## config.mk

```make
export PLATFORM = sky130hd
export DESIGN_NAME = ifetch_unit_flat
export DESIGN_NICKNAME = d
export VERILOG_FILES = /design/src/rtl/ifetch_unit_if.sv /design/src/rtl/ifetch_unit.sv /design/src/flat_wrapper.sv
export SDC_FILE = /design/constraint.sdc
export NUM_CORES = 1
export LEC_CHECK = 0
export CORE_MARGIN = 3
export CORE_UTILIZATION = 43
export CTS_CLUSTER_DIAMETER = 120
export CTS_CLUSTER_SIZE = 8
export DETAILED_ROUTE_END_ITERATION = 10
export HOLD_SLACK_MARGIN = 0.05
export PLACE_DENSITY = 0.87
export RECOVER_POWER = 100
export SYNTH_ARGS = -nofsm -noshare
export SYNTH_HDL_FRONTEND = slang
export SYNTH_SLANG_ARGS = --single-unit
```

## constraint.sdc

```tcl
create_clock -name clk -period 3 [get_ports clk]
set_input_delay 0.75 -clock clk [delete_from_list [all_inputs] [get_ports clk]]
set_output_delay 0.75 -clock clk [all_outputs]
set_load 0.01 [all_outputs]
```

## src/rtl/ifetch_unit_if.sv

```systemverilog
// ============================================================================
// Module      : ifetch_unit_if
// Description : Memory, instruction-register and control bundle of the
//               instruction fetch stage.
// Revision    : 1.0 - initial release
// ============================================================================
`default_nettype none

interface ifetch_unit_if #(
    parameter int ADDR_W = 16,
    parameter int DATA_W = 32
);
    logic              mem_req;
    logic [ADDR_W-1:0] mem_addr;
    logic              mem_ack;
    logic [DATA_W-1:0] mem_rdata;
    logic [DATA_W-1:0] ir;
    logic              ir_valid;
    logic              ir_ready;
    logic [ADDR_W-1:0] pc;
    logic              br_taken;
    logic [ADDR_W-1:0] br_addr;
    logic              halt;
    logic              fetch_err;

    // master: the fetch unit itself; slave: memory plus downstream ctrl
    modport master (
        output mem_req, mem_addr, ir, ir_valid, pc, fetch_err,
        input  mem_ack, mem_rdata, ir_ready, br_taken, br_addr, halt
    );

    modport slave (
        input  mem_req, mem_addr, ir, ir_valid, pc, fetch_err,
        output mem_ack, mem_rdata, ir_ready, br_taken, br_addr, halt
    );
endinterface

`default_nettype wire

```

## src/rtl/ifetch_unit.sv

```systemverilog
// ============================================================================
// Module      : ifetch_unit
// Description : Instruction fetch stage feeding the sisc core. Optional fetch
//               timeout is enabled with the IFETCH_TIMEOUT_EN macro.
// Revision    : 1.0 - initial release
// ============================================================================
`default_nettype none

module ifetch_unit #(
    parameter int                ADDR_W   = 16,
    parameter int                DATA_W   = 32,
    parameter logic [ADDR_W-1:0] RESET_PC = '0,
    parameter int                TIMEOUT  = 255
) (
    input  wire logic     clk,
    input  wire logic     rst_f,
    ifetch_unit_if.master bus
);

    typedef enum logic [1:0] {
        IDLE   = 2'd0,
        REQ    = 2'd1,
        FULL   = 2'd2,
        HALTED = 2'd3
    } state_t;

    state_t            state_q, state_d;
    logic [ADDR_W-1:0] fetch_pc_q, fetch_pc_d;
    logic [ADDR_W-1:0] pc_q, pc_d;
    logic [DATA_W-1:0] ir_q, ir_d;
    logic              ir_valid_q, ir_valid_d;
    logic              mem_req_q, mem_req_d;
    logic [ADDR_W-1:0] mem_addr_q, mem_addr_d;
    logic              squash_q, squash_d;
    logic              timeout_hit;

    if (TIMEOUT < 1) begin : g_timeout_chk
        $error("ifetch_unit: TIMEOUT must be at least 1");
    end

`ifdef IFETCH_TIMEOUT_EN
    localparam int CNT_W = ($clog2(TIMEOUT + 1) > 8) ? $clog2(TIMEOUT + 1) : 8;
    localparam logic [CNT_W-1:0] TIMEOUT_C = CNT_W'(TIMEOUT);

    logic [CNT_W-1:0] wait_cnt_q, wait_cnt_d;
    logic             fetch_err_q, fetch_err_d;

    // Counter is zero outside REQ, so it is already clear on entry; an ack
    // restarts it for the follow-up request after a squash.
    always_comb begin
        wait_cnt_d  = '0;
        fetch_err_d = fetch_err_q;
        timeout_hit = 1'b0;
        if (state_q == REQ && !bus.mem_ack) begin
            wait_cnt_d  = wait_cnt_q + CNT_W'(1);
            timeout_hit = (wait_cnt_d == TIMEOUT_C);
        end
        if (timeout_hit) begin
            fetch_err_d = 1'b1;
        end
    end

    always_ff @(posedge clk or posedge rst_f) begin
        if (rst_f) begin
            wait_cnt_q  <= '0;
            fetch_err_q <= 1'b0;
        end else begin
            wait_cnt_q  <= wait_cnt_d;
            fetch_err_q <= fetch_err_d;
        end
    end

    assign bus.fetch_err = fetch_err_q;
`else
    assign timeout_hit   = 1'b0;
    assign bus.fetch_err = 1'b0;
`endif

    always_comb begin
        state_d    = state_q;
        fetch_pc_d = fetch_pc_q;
        pc_d       = pc_q;
        ir_d       = ir_q;
        ir_valid_d = ir_valid_q;
        mem_req_d  = mem_req_q;
        mem_addr_d = mem_addr_q;
        squash_d   = squash_q;

        case (state_q)
            IDLE: begin
                if (bus.halt) begin
                    state_d = HALTED;
                end else begin
                    state_d    = REQ;
                    mem_req_d  = 1'b1;
                    mem_addr_d = fetch_pc_q;
                    if (bus.br_taken) begin
                        fetch_pc_d = bus.br_addr;
                        mem_addr_d = bus.br_addr;
                    end
                end
            end

            REQ: begin
                if (bus.mem_ack) begin
                    if (bus.halt) begin
                        state_d   = HALTED;
                        mem_req_d = 1'b0;
                        squash_d  = 1'b0;
                    end else if (bus.br_taken) begin
                        // Word arriving with the redirect is stale; refetch at target
                        fetch_pc_d = bus.br_addr;
                        mem_addr_d = bus.br_addr;
                        squash_d   = 1'b0;
                    end else if (squash_q) begin
                        squash_d   = 1'b0;
                        mem_addr_d = fetch_pc_q;
                    end else begin
                        state_d    = FULL;
                        ir_d       = bus.mem_rdata;
                        pc_d       = fetch_pc_q;
                        fetch_pc_d = fetch_pc_q + ADDR_W'(1);
                        ir_valid_d = 1'b1;
                        mem_req_d  = 1'b0;
                    end
                end else if (timeout_hit) begin
                    state_d    = HALTED;
                    mem_req_d  = 1'b0;
                    ir_valid_d = 1'b0;
                end else if (!bus.halt && bus.br_taken) begin
                    // Outstanding request must still complete; mem_addr held
                    fetch_pc_d = bus.br_addr;
                    squash_d   = 1'b1;
                end
            end

            FULL: begin
                if (bus.halt) begin
                    state_d    = HALTED;
                    ir_valid_d = 1'b0;
                    mem_req_d  = 1'b0;
                end else if (bus.br_taken) begin
                    state_d    = REQ;
                    fetch_pc_d = bus.br_addr;
                    ir_valid_d = 1'b0;
                    mem_req_d  = 1'b1;
                    mem_addr_d = bus.br_addr;
                end else if (bus.ir_ready) begin
                    state_d    = REQ;
                    ir_valid_d = 1'b0;
                    mem_req_d  = 1'b1;
                    mem_addr_d = fetch_pc_q;
                end
            end

            default: begin
                state_d    = HALTED;
                ir_valid_d = 1'b0;
                mem_req_d  = 1'b0;
            end
        endcase
    end

    always_ff @(posedge clk or posedge rst_f) begin
        if (rst_f) begin
            state_q    <= IDLE;
            fetch_pc_q <= RESET_PC;
            pc_q       <= '0;
            ir_q       <= '0;
            ir_valid_q <= 1'b0;
            mem_req_q  <= 1'b0;
            mem_addr_q <= '0;
            squash_q   <= 1'b0;
        end else begin
            state_q    <= state_d;
            fetch_pc_q <= fetch_pc_d;
            pc_q       <= pc_d;
            ir_q       <= ir_d;
            ir_valid_q <= ir_valid_d;
            mem_req_q  <= mem_req_d;
            mem_addr_q <= mem_addr_d;
            squash_q   <= squash_d;
        end
    end

    assign bus.mem_req  = mem_req_q;
    assign bus.mem_addr = mem_addr_q;
    assign bus.ir       = ir_q;
    assign bus.ir_valid = ir_valid_q;
    assign bus.pc       = pc_q;

endmodule

`default_nettype wire

```

## src/flat_wrapper.sv

```systemverilog
// flat-port wrapper written by rule: the top's interface ports become plain ports
module ifetch_unit_flat 
#(
    parameter int                ADDR_W   = 16,
    parameter int                DATA_W   = 32,
    parameter logic [ADDR_W-1:0] RESET_PC = '0,
    parameter int                TIMEOUT  = 255
)
  (clk, rst_f, bus_mem_req, bus_mem_addr, bus_ir, bus_ir_valid, bus_pc, bus_fetch_err, bus_mem_ack, bus_mem_rdata, bus_ir_ready, bus_br_taken, bus_br_addr, bus_halt);
  ifetch_unit_if #(.ADDR_W(ADDR_W), .DATA_W(DATA_W)) bus_i ();
  input  wire logic clk;
  input  wire logic rst_f;
  output wire logic [$bits(bus_i.mem_req)-1:0] bus_mem_req;
  output wire logic [$bits(bus_i.mem_addr)-1:0] bus_mem_addr;
  output wire logic [$bits(bus_i.ir)-1:0] bus_ir;
  output wire logic [$bits(bus_i.ir_valid)-1:0] bus_ir_valid;
  output wire logic [$bits(bus_i.pc)-1:0] bus_pc;
  output wire logic [$bits(bus_i.fetch_err)-1:0] bus_fetch_err;
  input wire logic [$bits(bus_i.mem_ack)-1:0] bus_mem_ack;
  input wire logic [$bits(bus_i.mem_rdata)-1:0] bus_mem_rdata;
  input wire logic [$bits(bus_i.ir_ready)-1:0] bus_ir_ready;
  input wire logic [$bits(bus_i.br_taken)-1:0] bus_br_taken;
  input wire logic [$bits(bus_i.br_addr)-1:0] bus_br_addr;
  input wire logic [$bits(bus_i.halt)-1:0] bus_halt;
  assign bus_mem_req = bus_i.mem_req;
  assign bus_mem_addr = bus_i.mem_addr;
  assign bus_ir = bus_i.ir;
  assign bus_ir_valid = bus_i.ir_valid;
  assign bus_pc = bus_i.pc;
  assign bus_fetch_err = bus_i.fetch_err;
  assign bus_i.mem_ack = bus_mem_ack;
  assign bus_i.mem_rdata = bus_mem_rdata;
  assign bus_i.ir_ready = bus_ir_ready;
  assign bus_i.br_taken = bus_br_taken;
  assign bus_i.br_addr = bus_br_addr;
  assign bus_i.halt = bus_halt;
  ifetch_unit #(.ADDR_W(ADDR_W), .DATA_W(DATA_W), .RESET_PC(RESET_PC), .TIMEOUT(TIMEOUT)) u_core (.clk(clk), .rst_f(rst_f), .bus(bus_i));
endmodule
```

==> run metrics <==
die area=0.01067 sq mm; Cells on Worst Hold Path=2; f_max=roughly 0.39 GHz; crit path time final=~2.6 ns; max_cap viols=1; GRT Total Usage=a little over a fifth; worst-path fanout max=13; Post-Route WL=around 11 mm; placed instance area=0.005378 sq mm; Worst setup EP type=register; final instance area=approximately 0.0056 sq mm; nets=between 600 and 700; Post-DP HPWL=8.270 mm; Worst Hold Slack=~0.47 ns; Setup Crit Path Kind=in2reg; H-Tree Depth=3; Hold WC Path Type=reg2reg; Rel. slew slack=-13.98%; Worst-path clk slew=around 0.090 ns; vias per cell=approximately 5.4; Post-CTS Setup Inserts=0; Die Wd=approximately 100 um; Max Slew Vio Count=44; cell area after technology mapping=0.004070 sq mm; Power per Cell Area=852.7 mW/mm^2; Worst Path Arrival=2.88 ns; vias in the first global route=3,729; die height=around 100 um; Leakage=approximately 0.0027 uW; FILL cells=about 750; first-pass GRT wire length=18.16 mm; total CTS buffers=9; Mean Syn Cell Area=9.271 sq um; diode count=0; final setup vio count=0; initial antenna violation count=0; ys flop type=dfrtp_1; share of post-route cells with drive strength above 1=between 8 and 9%; Area growth, synth to finish=36.98%; Clock Latency Late Sink=around 0.35 ns; min-delay src=u_core.bus.ir[18]; # port buffers=around 120; reg2reg end=u_core.bus.mem_addr[15]; worst slack at placement=approximately 0.23 ns; Worst setup SP type=primary input; IO Count=121; row cnt=34; Fin. Hold Viols=0; Async S/R FF share, synth=100.0%; Reg2Reg Launch Point=u_core.state_q[0]; drt first pass iters=5; Setup TNS=0 ns; #FFs+latches synth=85; GRT overflow=0; Post-Syn Nets=about 490; Residual DRC=0; GPL Wtd Cong=between 0.9 and 1; R2R cell count=4; Worst Hold Endpoint=u_core.bus.ir[18]; Area contributors post-synth=dfrtp_1, nand2_1, mux2_2; sequential area share after synthesis=roughly 52%; Final WS setup=0.4124 ns; Clock Skew=0.009440 ns; failing checks=capacitance limit, slew limit; maximum vdd ir drop=~0.00048 V; crit share post-route=a little under nine tenths; unrepaired setup endpoints after global routing=false; post-synth cell types=just under 50; clk buf depth=2; Synth top area share=a little over half; largest net degree at the start of global routing=45; EDFF count, synth=0; WP data required=about 3.3 ns; status=finished with violations; via count=~3,700; Synth Warn #=0; post_cts resized=0; CTS tree=yes; area leader, netlist=dfrtp_1; wire per inst=between 15 and 20 um; Starting DRT DRC Count=around 270; root buf cell=clkbuf_8; antenna viol nets, final=0; R2R Setup Slk=0.50 ns; initial core utilization=45.34%; CTS hold repair buffers=0; Core Region=0.008976 sq mm; Mapped Cells=approximately 440; # clock sinks=85; Least-Margin Pin Slew=approximately 1.7 ns
## layout make-up
class | instances | area [sq um] | share of cell area, %
flip-flops and latches | 85 | 2127 | 38.15
multi-input cells | 320 | 1754 | 31.46
repair buffers | 129 | 1282 | 23.00
well taps | 126 | 157.7 | 2.828
clock buffers | 11 | 141.4 | 2.536
clock inverters | 5 | 82.58 | 1.481
inverters | 8 | 30.03 | 0.5386
## per-stage QoR
stage	utilization [%]	instances	total power (uW)
2_1_floorplan	-	439	2888
3_3_place_gp	59.91	668	3952
3_5_place_dp	59.91	668	4032
4_1_cts	62.41	684	4948
5_1_grt	62.11	684	5073
6_report	62.11	684	4754
## flip-flops by register name, summed over array words and instances (netlist names)
name,count
u_core.state_q,2
u_core.bus.pc,16
u_core.bus.mem_req,1
u_core.fetch_pc_q,16
u_core.bus.ir,32
u_core.bus.ir_valid,1
u_core.bus.mem_addr,16
u_core.squash_q,1
## layout by cell type, fill, tap and decap left out, types with 4 or more instances in the layout
| master | instances |
|---|---|
| nor2b_1 | 10 |
| o21ai_0 | 24 |
| clkdlybuf4s50_1 | 51 |
| nand2_1 | 144 |
| nor2_1 | 16 |
| clkbuf_8 | 10 |
| inv_1 | 8 |
| nand3_1 | 7 |
| mux2_1 | 9 |
| and3_1 | 4 |
| nor3_1 | 6 |
| buf_4 | 5 |
| nand4_1 | 7 |
| dfrtp_1 | 85 |
| a21oi_1 | 19 |
| o22ai_1 | 6 |
| nand2b_1 | 5 |
| dlygate4sd3_1 | 68 |
| mux2_2 | 17 |
## routing by layer
layer | GRT usage [%] | up-vias | share of wire, %
li1 | - | 1727 | -
met1 | 30.00 | 1804 | 42
met2 | 35.08 | 171 | 48
met3 | 4.225 | 20 | 8.1
met4 | 7.869 | 0 | 1.7
met5 | 0 | - | 0
## kinds of logic (layout without fill, tap and decap cells)
| logic type | after synthesis | after routing | share of synthesized area [%] |
|---|---|---|---|
| XOR/XNOR | 1 | 1 | 0.2152 |
| AO/OA/AOI/OAI | 81 | 81 | 12.97 |
| flip-flops | 85 | 85 | 52.26 |
| AND/OR/NAND/NOR | 208 | 208 | 22.10 |
| multiplexers | 28 | 28 | 7.685 |
| buffers and inverters | 34 | 153 | 4.365 |
| adder cells (fa/ha/maj) | 1 | 1 | 0.3074 |
| other | 1 | 1 | 0.09213 |
## how the worst max path moves through the flow
stage                  start                   end  slack [ns]
floorplan              rst_f      u_core.bus.ir[0]        0.06
global placement    bus_halt      u_core.bus.pc[5]        0.38
detailed placement  bus_halt     u_core.bus.pc[15]        0.23
CTS                 bus_halt     u_core.bus.pc[15]        0.62
global route           rst_f      u_core.bus.pc[7]        0.25
finish              bus_halt  u_core.fetch_pc_q[8]        0.41
## cells in the mapped netlist (all sizes together) (2+ instances only)
cell / instances
o21ai: 26
and4: 2
a22o: 2
and3: 4
nand2b: 5
nor3: 6
o21bai: 3
nand2: 144
nand3b: 2
inv: 8
a32oi: 2
o41ai: 3
nor2: 16
a21o: 3
nand3: 8
clkbuf: 5
o22ai: 6
nor2b: 10
dfrtp: 85
mux2i: 2
o221a: 2
nand4: 7
mux2: 26
a211oi: 3
o22a: 2
a21oi: 19
o21a: 3
buf: 21
## worst max-delay path, cell delays in order
cell and delay, ns:
dlygate4sd3_1 0.66, nor2_1 0.37, nand3_2 0.35, clkbuf_1 0.34, o21ai_0 0.26, a22o_1 0.15
## power breakdown
part           internal, uW  switching [uW]  total [uW]
logic                   950             842        1790
registers              1640             412        2050
clock network           495             416         911
(Power assumes the default switching activity.)
